==> src/rtl/dmem_arb_pkg.sv <==
// dmem_arb_pkg -- shared definitions for the data-memory port arbiter.
//   arb_state_e  : arbiter FSM states (RR = round robin, LOCK_B = port B burst lock)
//   PORT_A/PORT_B: bit positions of each port inside request/grant vectors
//   port_onehot(): one-hot grant vector for a single port index
package dmem_arb_pkg;

  typedef enum logic {
    RR     = 1'b0,
    LOCK_B = 1'b1
  } arb_state_e;

  localparam int PORT_A = 0;
  localparam int PORT_B = 1;

  function automatic logic [1:0] port_onehot(input logic port);
    return port ? 2'b10 : 2'b01;
  endfunction

endpackage

==> src/rtl/dmem_arb_rr_pick.sv <==
// dmem_arb_rr_pick -- combinational two-way round-robin chooser.
// Ports:
//   req  [1:0] : request vector, bit PORT_A / PORT_B
//   last       : port index that won the most recent accepted transaction
//   gnt  [1:0] : one-hot grant (all zero when nobody requests)
module dmem_arb_rr_pick
  import dmem_arb_pkg::*;
(
  input  logic [1:0] req,
  input  logic       last,
  output logic [1:0] gnt
);

  always_comb begin
    gnt = req;
    // On a conflict the port that did not win last time goes first.
    if (req == 2'b11) begin
      gnt = port_onehot(~last);
    end
  end

endmodule

==> src/rtl/dmem_port_arbiter.sv <==
// dmem_port_arbiter -- shares one single-port synchronous RAM between the CPU
// data path (port A) and the UART programmer (port B).
// Optional feature macro: DMEM_ARB_STATS_EN adds oConflictCount.
// Ports:
//   iCpuClock, iCpuReset               : clock, synchronous active-high reset
//   iReqA/iWeA/iAddrA/iWdataA          : port A request, write enable, address, data
//   oGntA/oRvalidA/oRdataA             : port A grant, read valid, read data
//   iReqB/iWeB/iAddrB/iWdataB/iLockB   : port B request signals and burst lock
//   oGntB/oRvalidB/oRdataB             : port B grant, read valid, read data
//   oRamWe/oRamAddr/oRamWdata          : RAM write enable, address, write data
//   iRamRdata                          : RAM read data (one cycle latency)
//   oConflictCount                     : saturating count of A/B conflict cycles
//   oStallA                            : A requesting but not granted (PC freeze)
module dmem_port_arbiter
  import dmem_arb_pkg::*;
#(
  parameter int ADDR_W   = 14,
  parameter int DATA_W   = 32,
  parameter int MAX_WAIT = 8
) (
  input  logic              iCpuClock,
  input  logic              iCpuReset,
  input  logic              iReqA,
  input  logic              iWeA,
  input  logic [ADDR_W-1:0] iAddrA,
  input  logic [DATA_W-1:0] iWdataA,
  output logic              oGntA,
  output logic              oRvalidA,
  output logic [DATA_W-1:0] oRdataA,
  input  logic              iReqB,
  input  logic              iWeB,
  input  logic [ADDR_W-1:0] iAddrB,
  input  logic [DATA_W-1:0] iWdataB,
  input  logic              iLockB,
  output logic              oGntB,
  output logic              oRvalidB,
  output logic [DATA_W-1:0] oRdataB,
  output logic              oRamWe,
  output logic [ADDR_W-1:0] oRamAddr,
  output logic [DATA_W-1:0] oRamWdata,
  input  logic [DATA_W-1:0] iRamRdata,
`ifdef DMEM_ARB_STATS_EN
  output logic [15:0]       oConflictCount,
`endif
  output logic              oStallA
);

  localparam int WAIT_W = (MAX_WAIT < 1) ? 1 : $clog2(MAX_WAIT + 1);

  arb_state_e        state_reg, state_next;
  logic              last_reg, last_next;
  logic [WAIT_W-1:0] wait_a_reg, wait_a_next;
  logic [1:0]        req, we_vec, rr_gnt, gnt;
  logic              wait_hit;

  assign req      = {iReqB, iReqA};
  assign we_vec   = {iWeB, iWeA};
  assign wait_hit = (wait_a_reg == WAIT_W'(MAX_WAIT));

  dmem_arb_rr_pick u_rr_pick (
    .req  (req),
    .last (last_reg),
    .gnt  (rr_gnt)
  );

  always_comb begin
    gnt         = 2'b00;
    state_next  = state_reg;
    last_next   = last_reg;
    wait_a_next = wait_a_reg;

    unique case (state_reg)
      RR: begin
        gnt = rr_gnt;
        if (rr_gnt[PORT_B] && iLockB) state_next = LOCK_B;
      end
      LOCK_B: begin
        // A starved long enough gets a single slot without leaving the lock.
        if (iReqA && wait_hit)  gnt = port_onehot(1'(PORT_A));
        else if (iReqB)         gnt = port_onehot(1'(PORT_B));
        else if (iReqA)         gnt = port_onehot(1'(PORT_A));
        if (!iLockB) state_next = RR;
      end
    endcase

    if (iCpuReset) gnt = 2'b00;

    if (gnt[PORT_A])      last_next = 1'(PORT_A);
    else if (gnt[PORT_B]) last_next = 1'(PORT_B);

    if (gnt[PORT_A])             wait_a_next = '0;
    else if (iReqA && !wait_hit) wait_a_next = wait_a_reg + WAIT_W'(1);
  end

  always_ff @(posedge iCpuClock) begin
    if (iCpuReset) begin
      state_reg  <= RR;
      last_reg   <= 1'(PORT_B);
      wait_a_reg <= '0;
    end else begin
      state_reg  <= state_next;
      last_reg   <= last_next;
      wait_a_reg <= wait_a_next;
    end
  end

  assign oGntA   = gnt[PORT_A];
  assign oGntB   = gnt[PORT_B];
  assign oStallA = iReqA & ~gnt[PORT_A] & ~iCpuReset;

  always_comb begin
    oRamWe    = 1'b0;
    oRamAddr  = '0;
    oRamWdata = '0;
    if (gnt[PORT_A]) begin
      oRamWe    = iWeA;
      oRamAddr  = iAddrA;
      oRamWdata = iWdataA;
    end else if (gnt[PORT_B]) begin
      oRamWe    = iWeB;
      oRamAddr  = iAddrB;
      oRamWdata = iWdataB;
    end
  end

  // Read return: the RAM answers one cycle after the address, so the valid
  // flag is registered while the data is passed straight through and latched
  // for holding afterwards. Reset gates a pending return so it never appears.
  logic [1:0]        port_rvalid;
  logic [DATA_W-1:0] port_rdata [2];

  for (genvar gi = 0; gi < 2; gi++) begin : g_ret
    logic              pend_reg;
    logic [DATA_W-1:0] hold_reg;

    always_ff @(posedge iCpuClock) begin
      if (iCpuReset) begin
        pend_reg <= 1'b0;
        hold_reg <= '0;
      end else begin
        pend_reg <= gnt[gi] & ~we_vec[gi];
        if (pend_reg) hold_reg <= iRamRdata;
      end
    end

    assign port_rvalid[gi] = pend_reg & ~iCpuReset;
    assign port_rdata[gi]  = port_rvalid[gi] ? iRamRdata : hold_reg;
  end

  assign oRvalidA = port_rvalid[PORT_A];
  assign oRdataA  = port_rdata[PORT_A];
  assign oRvalidB = port_rvalid[PORT_B];
  assign oRdataB  = port_rdata[PORT_B];

`ifdef DMEM_ARB_STATS_EN
  logic [15:0] conflict_cnt_reg;

  always_ff @(posedge iCpuClock) begin
    if (iCpuReset) begin
      conflict_cnt_reg <= '0;
    end else if (iReqA && iReqB && (conflict_cnt_reg != 16'hFFFF)) begin
      conflict_cnt_reg <= conflict_cnt_reg + 16'd1;
    end
  end

  assign oConflictCount = conflict_cnt_reg;
`endif

endmodule
==> config.mk <==
export PLATFORM = sky130hd
export DESIGN_NAME = dmem_port_arbiter
export DESIGN_NICKNAME = d
export VERILOG_FILES = /design/src/rtl/dmem_arb_pkg.sv /design/src/rtl/dmem_arb_rr_pick.sv /design/src/rtl/dmem_port_arbiter.sv
export SDC_FILE = /design/constraint.sdc
export NUM_CORES = 1
export LEC_CHECK = 0
export ABC_AREA = 1
export CORE_AREA = 5 5 105 107
export DETAILED_ROUTE_END_ITERATION = 10
export DIE_AREA = 0 0 110 112
export GPL_TIMING_DRIVEN = 0
export PLACE_DENSITY = 0.84
export SETUP_SLACK_MARGIN = 0.4
export SYNTH_ARGS = -nofsm -noshare
export SYNTH_HDL_FRONTEND = slang
export SYNTH_HIERARCHICAL = 1
export SYNTH_SLANG_ARGS = --single-unit
==> constraint.sdc <==
create_clock -name iCpuClock -period 4.5 [get_ports iCpuClock]
set_clock_uncertainty 0.2 [all_clocks]
set_input_delay 1.35 -clock iCpuClock [delete_from_list [all_inputs] [get_ports iCpuClock]]
set_output_delay 1.35 -clock iCpuClock [all_outputs]
set_load 0.05 [all_outputs]
Yosys cells after proc, flatten, opt, wreduce, memory -nomap -nowiden. Cells that the tools add are included.

Register bits: 72. Input bits: 131. Logic and storage cells: 47.

Add/sub/neg operators: 1. Equal/unequal tests: 2. Mux-type cells: 20. Bitwise operators: 11. Reductions and logical operators: 6.

Operators with widths (number): $mux W32 (4); $mux W14 (2); $mux W2 (5); $mux W1 (7); $and A1 B1 Y1 (6); $not A1 Y1 (5); $add A4 B1 Y4 const B (1); $eq A4 B4 Y1 const B (1); $pmux W2 S2 (1); $logic_and A1 B1 Y1 (3); $eq A2 B2 Y1 const B (1); $pmux W1 S2 (1); $reduce_bool A2 Y1 (1); $reduce_or A2 Y1 (1); $logic_not A1 Y1 (1).

Depth between registers and ports, before layout. Gate-level depths: netlist of run 1.

Depth after elaboration: 8. Depth in mapped cells: 9. Depth with buffers taken out: 8.

Hierarchy. The synthesis of run 1 kept the hierarchy.

By module, submodules not included: dmem_port_arbiter (instances 1, cells an instance 559, area an instance 3744.8 µm²); dmem_arb_rr_pick (instances 1, cells an instance 5, area an instance 21.3 µm²).

Worst setup path before layout of run 1. No wires, ideal clock.

Path kind: input -> output. From: in iCpuReset. To: out oRdataA[22]. Arrival time: 3.094 ns. Path slack: -0.144 ns. Cell stages on the path: 5. Buffers on the path: 3. Cells stage by stage: buf_4 -> nor2_1 -> buf_2 -> buf_2 -> o21ai_0.

Cells in the longest elaborated chain, start to end: 3.

RTL lines: from (decl) (line dmem_port_arbiter.sv:22) `input logic iCpuReset,`; $not A1 Y1 (line dmem_port_arbiter.sv:146) `assign port_rvalid[gi] = pend_reg & ~iCpuReset;`; $and A1 B1 Y1 (line dmem_port_arbiter.sv:146); via oRvalidA (line dmem_port_arbiter.sv:28) `output logic oRvalidA,`; $mux W32 (line dmem_port_arbiter.sv:147) `assign port_rdata[gi] = port_rvalid[gi] ? iRamRdata : hold_reg;`; to (decl) (line dmem_port_arbiter.sv:29) `output logic [DATA_W-1:0] oRdataA,`.

The timed path passes the listed nets, and every way through them passes these cells.

Worst setup path in the final report of run 1.
From: in iReqB. To: out oRamWdata[16].

Elaborated cells on any way between the ends: 8. Classes of those cells: 1 x eq/ne; 7 x mux.

RTL lines: from (decl) (line dmem_port_arbiter.sv:30) `input logic iReqB,`; $eq A2 B2 Y1 (line dmem_arb_rr_pick.sv:17) `if (req == 2'b11) begin`; $mux W2 (line dmem_arb_rr_pick.sv:17); via rr_gnt[0] (line dmem_port_arbiter.sv:53) `logic [1:0] req, we_vec, rr_gnt, gnt;`; $pmux W2 S2 (line dmem_port_arbiter.sv:72) `unique case (state_reg)`; $mux W2 (line dmem_port_arbiter.sv:86) `if (iCpuReset) gnt = 2'b00;`; $mux W32 (line dmem_port_arbiter.sv:115) `if (gnt[PORT_A]) begin`; to (decl) (line dmem_port_arbiter.sv:40) `output logic [DATA_W-1:0] oRamWdata,`.

The timed path passes the listed nets, and every way through them passes these cells.

==> summary.md, run 1 <==
| Metric | Value |
|---|---|
| # clock sinks | `72` |
| Peak supply drop | `0.134 mV` |
| I/O pin count | `247` |
| Tot GR Track Use | `0.258` |
| Slowest cell on the critical path | `nor2_8` |
| Area leader, netlist | `dfxtp_1` |
| Vias per cell | `5.08` |
| Max reg flops | `64` |
| Placed cell count | `945` |
| Post-Layout Cell Count | `983` |
| Worst hold start | `g_ret[1].hold_reg[3]` |
| Worst skew pair latency | `0.35 ns` |
| CP Cell Sequence | `buf_8, inv_4, nand2_2, nand2_1, or2_1, nand2_4, buf_12, nor2_8, buf_6, buf_8, nand2_2, nand2_2, buf_8` |
| Die Ht | `112 um` |
| Worst path max stage delay | `0.19 ns` |
| RePlAce Congestion | `0.915` |
| Worst Hold Margin | `0.278 ns` |
| CP required | `2.95 ns` |
| Total wire length | `17200 um` |
| R2R Path Start | `wait_a_reg[0]` |
| 1st-iter DRT viols | `225` |
| Buffer depth of the longest clock path | `2` |
| Worst Path Buf+Inv | `6` |
| Final Hold Viols | `0` |
| DP Wirelength | `12800 um` |
| Synthesized Nets | `697` |
| Max-cap violations | `0` |
| Layout cells sized above 1 | `0.380` |
| Initial antenna violation count | `0` |
| Synth cell types | `26` |
| PnR worst setup slack | `0.254 ns` |
| Hold EP | `g_ret[1].hold_reg[3]` |
| Post-Syn Instances | `564` |
| Buffers on Ports | `245` |
| CP Class | `input pin to output pin` |
| Minimum clock period | `4.25 ns` |
| RSZ-0062 raised after global routing | `true` |
| Final setup violation count | `0` |
| Vias in the first global route | `5043` |
| Area Overhead vs Synth | `99.8%` |
| H-tree levels | `3` |
| Ys flop type | `dfxtp_1` |
| Final nets | `975` |
| Clk Tree Root Cell | `clkbuf_8` |
| Antenna-violating nets left | `0` |
| Placed Area | `6560 um^2` |
| Number of enable flip-flop cells after synthesis | `0` |
| Share of synthesized registers carrying an async set or reset | `0` |
| Antenna cell count | `0` |
| Crit Reg-Reg Endpoint | `last_reg` |
| R2R depth | `11` |
| CORE AREA | `10000 um^2` |
| Row cnt | `37` |
| CP top delay family | `buffers and inverters` |
| TritonCTS clock tree | `done` |
| Worst-path clk slew | `0.08 ns` |
| Final Cycle Share | `0.944` |
| Peak Freq | `236 MHz` |
| Final instance area | `7520 um^2` |
| Post-Place Worst Slack | `-0.981 ns` |
| Die X | `110 um` |
| Fillers | `758` |
| Max transition margin | `0.723` |
| First-pass GRT wire length | `25200 um` |
| Die area | `12300 um^2` |
| Wire length per cell | `17.5 um` |
| R2r setup slk | `2.52 ns` |
| Worst Tran Pin Value | `0.416 ns` |
| Slew Viols, Final | `0` |
| Yosys reg bits | `72` |
| Largest net degree at the start of global routing | `13` |
| Status | `finished, final reports clean` |
| Routed vias | `4992` |
| Syn_area_per_cell | `6.68 um^2` |
| Cell area after synthesis | `3770 um^2` |
| Worst Hold Depth | `2` |
| Clock buffer count from CTS | `9` |
| Drc violations | `0` |
| Worst-path maximum fanout | `6` |
| Ys Warns | `6` |
| Startpoint class of the critical path | `input pin` |
| CP arrival | `2.70 ns` |
| Static leakage | `0.00330 uW` |
| GR Overflow Total | `0` |
| Starting Density | `0.375` |
| Hold WC Path Type | `register to register` |
| Share of the synthesized area in the top cell type | `0.383` |
| Power per cell area | `279 nW/um^2` |
| Largest cells by area after synthesis | `dfxtp_1, o21ai_0, nand2_1` |
| Crit. End Element | `output pin` |
| 1st-pass router iterations | `5` |
| Sequential-to-total area share from yosys stat | `0.383` |
-- Yosys cell counts (2+ instances only) --
cell	instances
clkbuf_1	8
buf_6	11
o21ai_0	129
nand3_1	2
dfxtp_1	72
buf_1	2
a21oi_1	5
nor2_1	8
buf_2	19
inv_1	75
nand2_1	170
nand4_1	47
xor2_1	2
ha_1	2
-- what timing repair did --
| item | 4_1_cts | 5_1_grt |
|---|---|---|
| gates resized for setup | 808 | 121 |
| setup buffers | 9 | 5 |
| hold buffers | 0 | 0 |
| gates cloned | 6 | 2 |
| pin swaps | 22 | 29 |
| endpoints found under the setup margin | 116 | 114 |
-- layer usage --
metal / share of wire / up-vias / track usage
li1: - / 2398 / -
met1: 0.35 / 2332 / 0.267
met2: 0.53 / 215 / 0.483
met3: 0.082 / 47 / 0.0690
met4: 0.034 / 0 / 0.0989
met5: 0 / - / 0
-- per-stage QoR --
stage / TNS, ns / util / total power [uW]
final: 0 / 0.749 / 2100
after global routing: 0 / 0.749 / 2170
after CTS: 0 / 0.704 / 2030
after detailed placement: -56.30 / 0.653 / 1400
after global placement: -52.38 / 0.653 / 1390
after floorplan: 0 / - / 1090
-- worst max path at each step --
stage	from	endpoint	depth (start not counted)	slack, ns
5_1_grt	iReqB	oRamWdata[16]	13	0.17
3_5_place_dp	iReqA	oRamWdata[25]	9	-0.98
6_report	iReqB	oRamWdata[16]	13	0.25
2_1_floorplan	iCpuReset	oRdataA[10]	4	0.12
3_3_place_gp	iReqA	oRamAddr[9]	9	-0.94
4_1_cts	iReqB	oRamAddr[2]	13	0.28
-- power breakdown --
group	switching (uW)	internal, uW
registers	8.85	662
logic	498	368
clock network	241	319
-- worst register-to-register path: stages (launching register included) --
cell and delay [ns]:
dfxtp_1 0.36, inv_1 0.09, ha_1 0.20, nand4_2 0.15, nand2_2 0.11, nand2_4 0.06, buf_12 0.13, nor2_8 0.19
buf_6 0.13, buf_6 0.12, buf_4 0.10, a21oi_1 0.03
-- cell families (layout without fill, tap and decap cells) --
family | count (synthesis) | after routing | share of synthesized area
flip-flops | 72 | 72 | 0.383
AO/OA/AOI/OAI | 136 | 136 | 0.181
buffers and inverters | 116 | 399 | 0.145
adder cells (fa/ha/maj) | 2 | 2 | 0.00664
AND/OR/NAND/NOR | 236 | 236 | 0.280
XOR/XNOR | 2 | 2 | 0.00465
-- cell usage in the layout, fill, tap and decap left out, drive strengths merged, types with 2 or more instances in the layout --
| cell | instances |
|---|---|
| nand2 | 172 |
| or2 | 2 |
| nand4 | 48 |
| clkdlybuf4s50 | 127 |
| o21ai | 130 |
| nand3 | 2 |
| buf | 147 |
| clkdlybuf4s15 | 10 |
| xor2 | 2 |
| inv | 76 |
| dfxtp | 72 |
| ha | 2 |
| a21oi | 5 |
| nor2 | 10 |
| clkbuf | 36 |
-- area by class of cell --
cell class,instances,area [um^2],area share
Inverter,75,284,0.0378
Tap cell,136,170,0.0226
Timing Repair Buffer,267,2820,0.375
Sequential cell,72,1440,0.192
Buffer,41,359,0.0477
Multi-Input combinational cell,376,2220,0.295
Clock inverter,3,46.3,0.00615
Clock buffer,13,179,0.0238
Power figures use the tool's default switching activity.
==> inputs of run 2 (changes only) <==
--- a/config.mk
+++ b/config.mk
@@ -6,11 +6,12 @@
 export NUM_CORES = 1
 export LEC_CHECK = 0
 export ABC_AREA = 1
-export CORE_AREA = 5 5 105 107
+export CORE_AREA = 5 5 107 109
 export DETAILED_ROUTE_END_ITERATION = 10
-export DIE_AREA = 0 0 110 112
+export DIE_AREA = 0 0 112 114
 export GPL_TIMING_DRIVEN = 0
-export PLACE_DENSITY = 0.84
+export MAX_ROUTING_LAYER = met4
+export PLACE_DENSITY = 0.81
 export SETUP_SLACK_MARGIN = 0.4
 export SYNTH_ARGS = -nofsm -noshare
 export SYNTH_HDL_FRONTEND = slang
==> constraint.sdc (replaced) <==
create_clock -name iCpuClock -period 4.6 [get_ports iCpuClock]
set_clock_uncertainty 0.2 [all_clocks]
set_input_delay 1.38 -clock iCpuClock [delete_from_list [all_inputs] [get_ports iCpuClock]]
set_output_delay 1.38 -clock iCpuClock [all_outputs]
set_load 0.05 [all_outputs]
==> run 2 against run 1 <==
Non-clock buffer count shrank 11. Register-to-register slack gained 0.39 ns. Hold slack lost 0.0064 ns. Global-route usage shrank 3.0 points. Sequential power shrank 2%. Critical endpoint is now oRamWdata[20]. Highest routed layer unchanged.
==> summary.md, run 2 (same netlist as run 1, synthesis figures left out) <==
| Metric | Value |
|---|---|
| Clk Tree Root Cell | `clkbuf_8 (unchanged)` |
| R2r setup slk | `2.91 ns (was 2.52 ns)` |
| Antenna cell count | `0 (unchanged)` |
| Final instance area | `6730 um^2 (was 7520 um^2)` |
| Post-Layout Cell Count | `974 (was 983)` |
| CP Class | `input pin to output pin (unchanged)` |
| Power Total | `1810 uW (was 2100 uW)` |
| CP top delay family | `simple AND/OR/NAND/NOR gates (was buffers and inverters)` |
| Placed Area | `6490 um^2 (was 6560 um^2)` |
| CORE AREA | `10500 um^2 (was 10000 um^2)` |
| Routed vias | `4823 (was 4992)` |
| RSZ-0062 raised after global routing | `true (unchanged)` |
| Fillers | `969 (was 758)` |
| Die Ht | `114 um (was 112 um)` |
| Worst setup endpoint | `oRamWdata[20] (was oRamWdata[16])` |
| Final Hold Viols | `0 (unchanged)` |
| Worst path max stage delay | `0.25 ns (was 0.19 ns)` |
| CP Depth | `10 (was 13)` |
| # clock sinks | `72 (unchanged)` |
| Placed cell count | `949 (was 945)` |
| Status | `finished, final reports clean (unchanged)` |
| Startpoint class of the critical path | `input pin (unchanged)` |
| Most common cell after layout, fill and taps aside | `nand2_1 (was clkdlybuf4s50_1)` |
| Max-cap violations | `0 (unchanged)` |
| TritonCTS clock tree | `done (unchanged)` |
| R2R Path Start | `wait_a_reg[0] (unchanged)` |
| Buffers on Ports | `245 (unchanged)` |
| H-tree levels | `3 (unchanged)` |
| Slowest cell on the critical path | `or2_1 (was nor2_8)` |
| Total Neg Setup Slack | `0 ns (unchanged)` |
| Initial antenna violation count | `0 (unchanged)` |
| Max reg flops | `64 (unchanged)` |
| Largest net degree at the start of global routing | `12 (was 13)` |
| Static leakage | `0.00302 uW (was 0.00330 uW)` |
| Clock buffer count from CTS | `9 (unchanged)` |
| Worst Path Buf+Inv | `4 (was 6)` |
| Area of the multi-input gates | `1890 um^2 (was 2220 um^2)` |
| CP startpoint | `iReqB (unchanged)` |
| Antenna-violating nets left | `0 (unchanged)` |
| Worst-path clk slew | `0.07 ns (was 0.08 ns)` |
| Worst Hold Margin | `0.272 ns (was 0.278 ns)` |
| Buffer depth of the longest clock path | `2 (unchanged)` |
| Tot GR Track Use | `0.229 (was 0.258)` |
| RePlAce Congestion | `0.896 (was 0.915)` |
| Vias per cell | `4.95 (was 5.08)` |
| Slew Viols, Final | `0 (unchanged)` |
| CP arrival | `2.64 ns (was 2.70 ns)` |
| Final Cycle Share | `0.918` |
| Row cnt | `38 (was 37)` |
| Worst-path maximum fanout | `7 (was 6)` |
| Final setup violation count | `0 (unchanged)` |
| CP required | `3.02 ns (was 2.95 ns)` |
| 1st-pass router iterations | `4 (was 5)` |
| Crit. End Element | `output pin (unchanged)` |
| Starting Density | `0.358 (was 0.375)` |
| Wire length per cell | `15.7 um (was 17.5 um)` |
| Minimum clock period | `4.22 ns` |
| Die area | `12800 um^2 (was 12300 um^2)` |
| GR Overflow Total | `0 (unchanged)` |
| Vias in the first global route | `4690 (was 5043)` |
| Peak supply drop | `0.129 mV (was 0.134 mV)` |
| Final nets | `964 (was 975)` |
| Layout cells sized above 1 | `0.258 (was 0.380)` |
| Worst skew pair latency | `0.34 ns (was 0.35 ns)` |
| Peak Freq | `237 MHz` |
| Storage cell area | `1440 um^2 (unchanged)` |
| Area Overhead vs Synth | `78.7% (was 99.8%)` |
| Max transition margin | `0.689 (was 0.723)` |
| Power per cell area | `269 nW/um^2 (was 279 nW/um^2)` |
| I/O pin count | `247 (unchanged)` |
| Hold WC Path Type | `register to register (unchanged)` |
| R2R depth | `8 (was 11)` |
| Most frequent cells in the layout | `nand2_1, clkdlybuf4s50_1, o21ai_0 (was clkdlybuf4s50_1, nand2_1, o21ai_0)` |
| Worst Tran Pin Value | `0.467 ns (was 0.416 ns)` |
| Die X | `112 um (was 110 um)` |
| Total wire length | `15300 um (was 17200 um)` |
| DP Wirelength | `12200 um (was 12800 um)` |
| Crit Reg-Reg Endpoint | `wait_a_reg[0] (was last_reg)` |
| First-pass GRT wire length | `22900 um (was 25200 um)` |
| CP Cell Sequence | `buf_8, nand3_2, nand2_1, or2_1, nand2_4, buf_12, buf_8, nand4_1, nand2_1, buf_6 (was buf_8, inv_4, nand2_2, nand2_1, or2_1, nand2_4, buf_12, nor2_8, buf_6, buf_8, nand2_2, nand2_2, buf_8)` |
| Drc violations | `0 (unchanged)` |
| 1st-iter DRT viols | `335 (was 225)` |
run 2: cell type report:
type | instances | share of cell area
Multi-Input combinational cell | 376 | 0.280
Tap cell | 140 | 0.0260
Buffer | 41 | 0.0496
Sequential cell | 72 | 0.214
Clock inverter | 4 | 0.00335
Inverter | 75 | 0.0422
Clock buffer | 10 | 0.0204
Timing Repair Buffer | 256 | 0.364
run 2: power breakdown:
part / leakage (uW) / switching [uW] / internal [uW]
Clock: 0.0000838 / 223 / 201
Combinational: 0.00235 / 439 / 291
Sequential: 0.000585 / 8.28 / 648
run 2: worst min-delay path, cell delays in order (launching register included):
cell and delay, ns:
dfxtp_1 0.30, inv_1 0.05, o21ai_0 0.07
run 2: repair_timing:
action,4_1_cts,5_1_grt
pin swaps,5,14
hold buffers,0,0
setup endpoints to repair,116,108
endpoints found under the hold margin,0,0
cloned,3,2
setup buffers,1,5
resized for setup,714,57
run 2: worst min path at each step:
stage	from	slack, ns	cells past startpoint	to
after detailed placement	g_ret[1].hold_reg[21]	0.27	2	g_ret[1].hold_reg[21]
after CTS	g_ret[1].hold_reg[21]	0.28	2	g_ret[1].hold_reg[21]
after global routing	g_ret[0].hold_reg[15]	0.30	2	g_ret[0].hold_reg[15]
after global placement	g_ret[1].hold_reg[13]	0.26	2	g_ret[1].hold_reg[13]
after floorplan	g_ret[0].hold_reg[12]	0.25	2	g_ret[0].hold_reg[12]
final	g_ret[0].hold_reg[20]	0.27	2	g_ret[0].hold_reg[20]
run 2: metal layers:
metal | GRT usage | wire length [um]
met4 | 0.0986 | 397
met2 | 0.414 | 7950
met5 | - | 0
met1 | 0.235 | 5810
met3 | 0.0584 | 1160
run 2: per-stage QoR:
step            util  setup slack (ns)
3_3_place_gp   0.617            -0.834
5_1_grt        0.641             0.312
6_report       0.641             0.376
4_1_cts        0.626             0.314
2_1_floorplan      -            0.0206
3_5_place_dp   0.617            -0.863
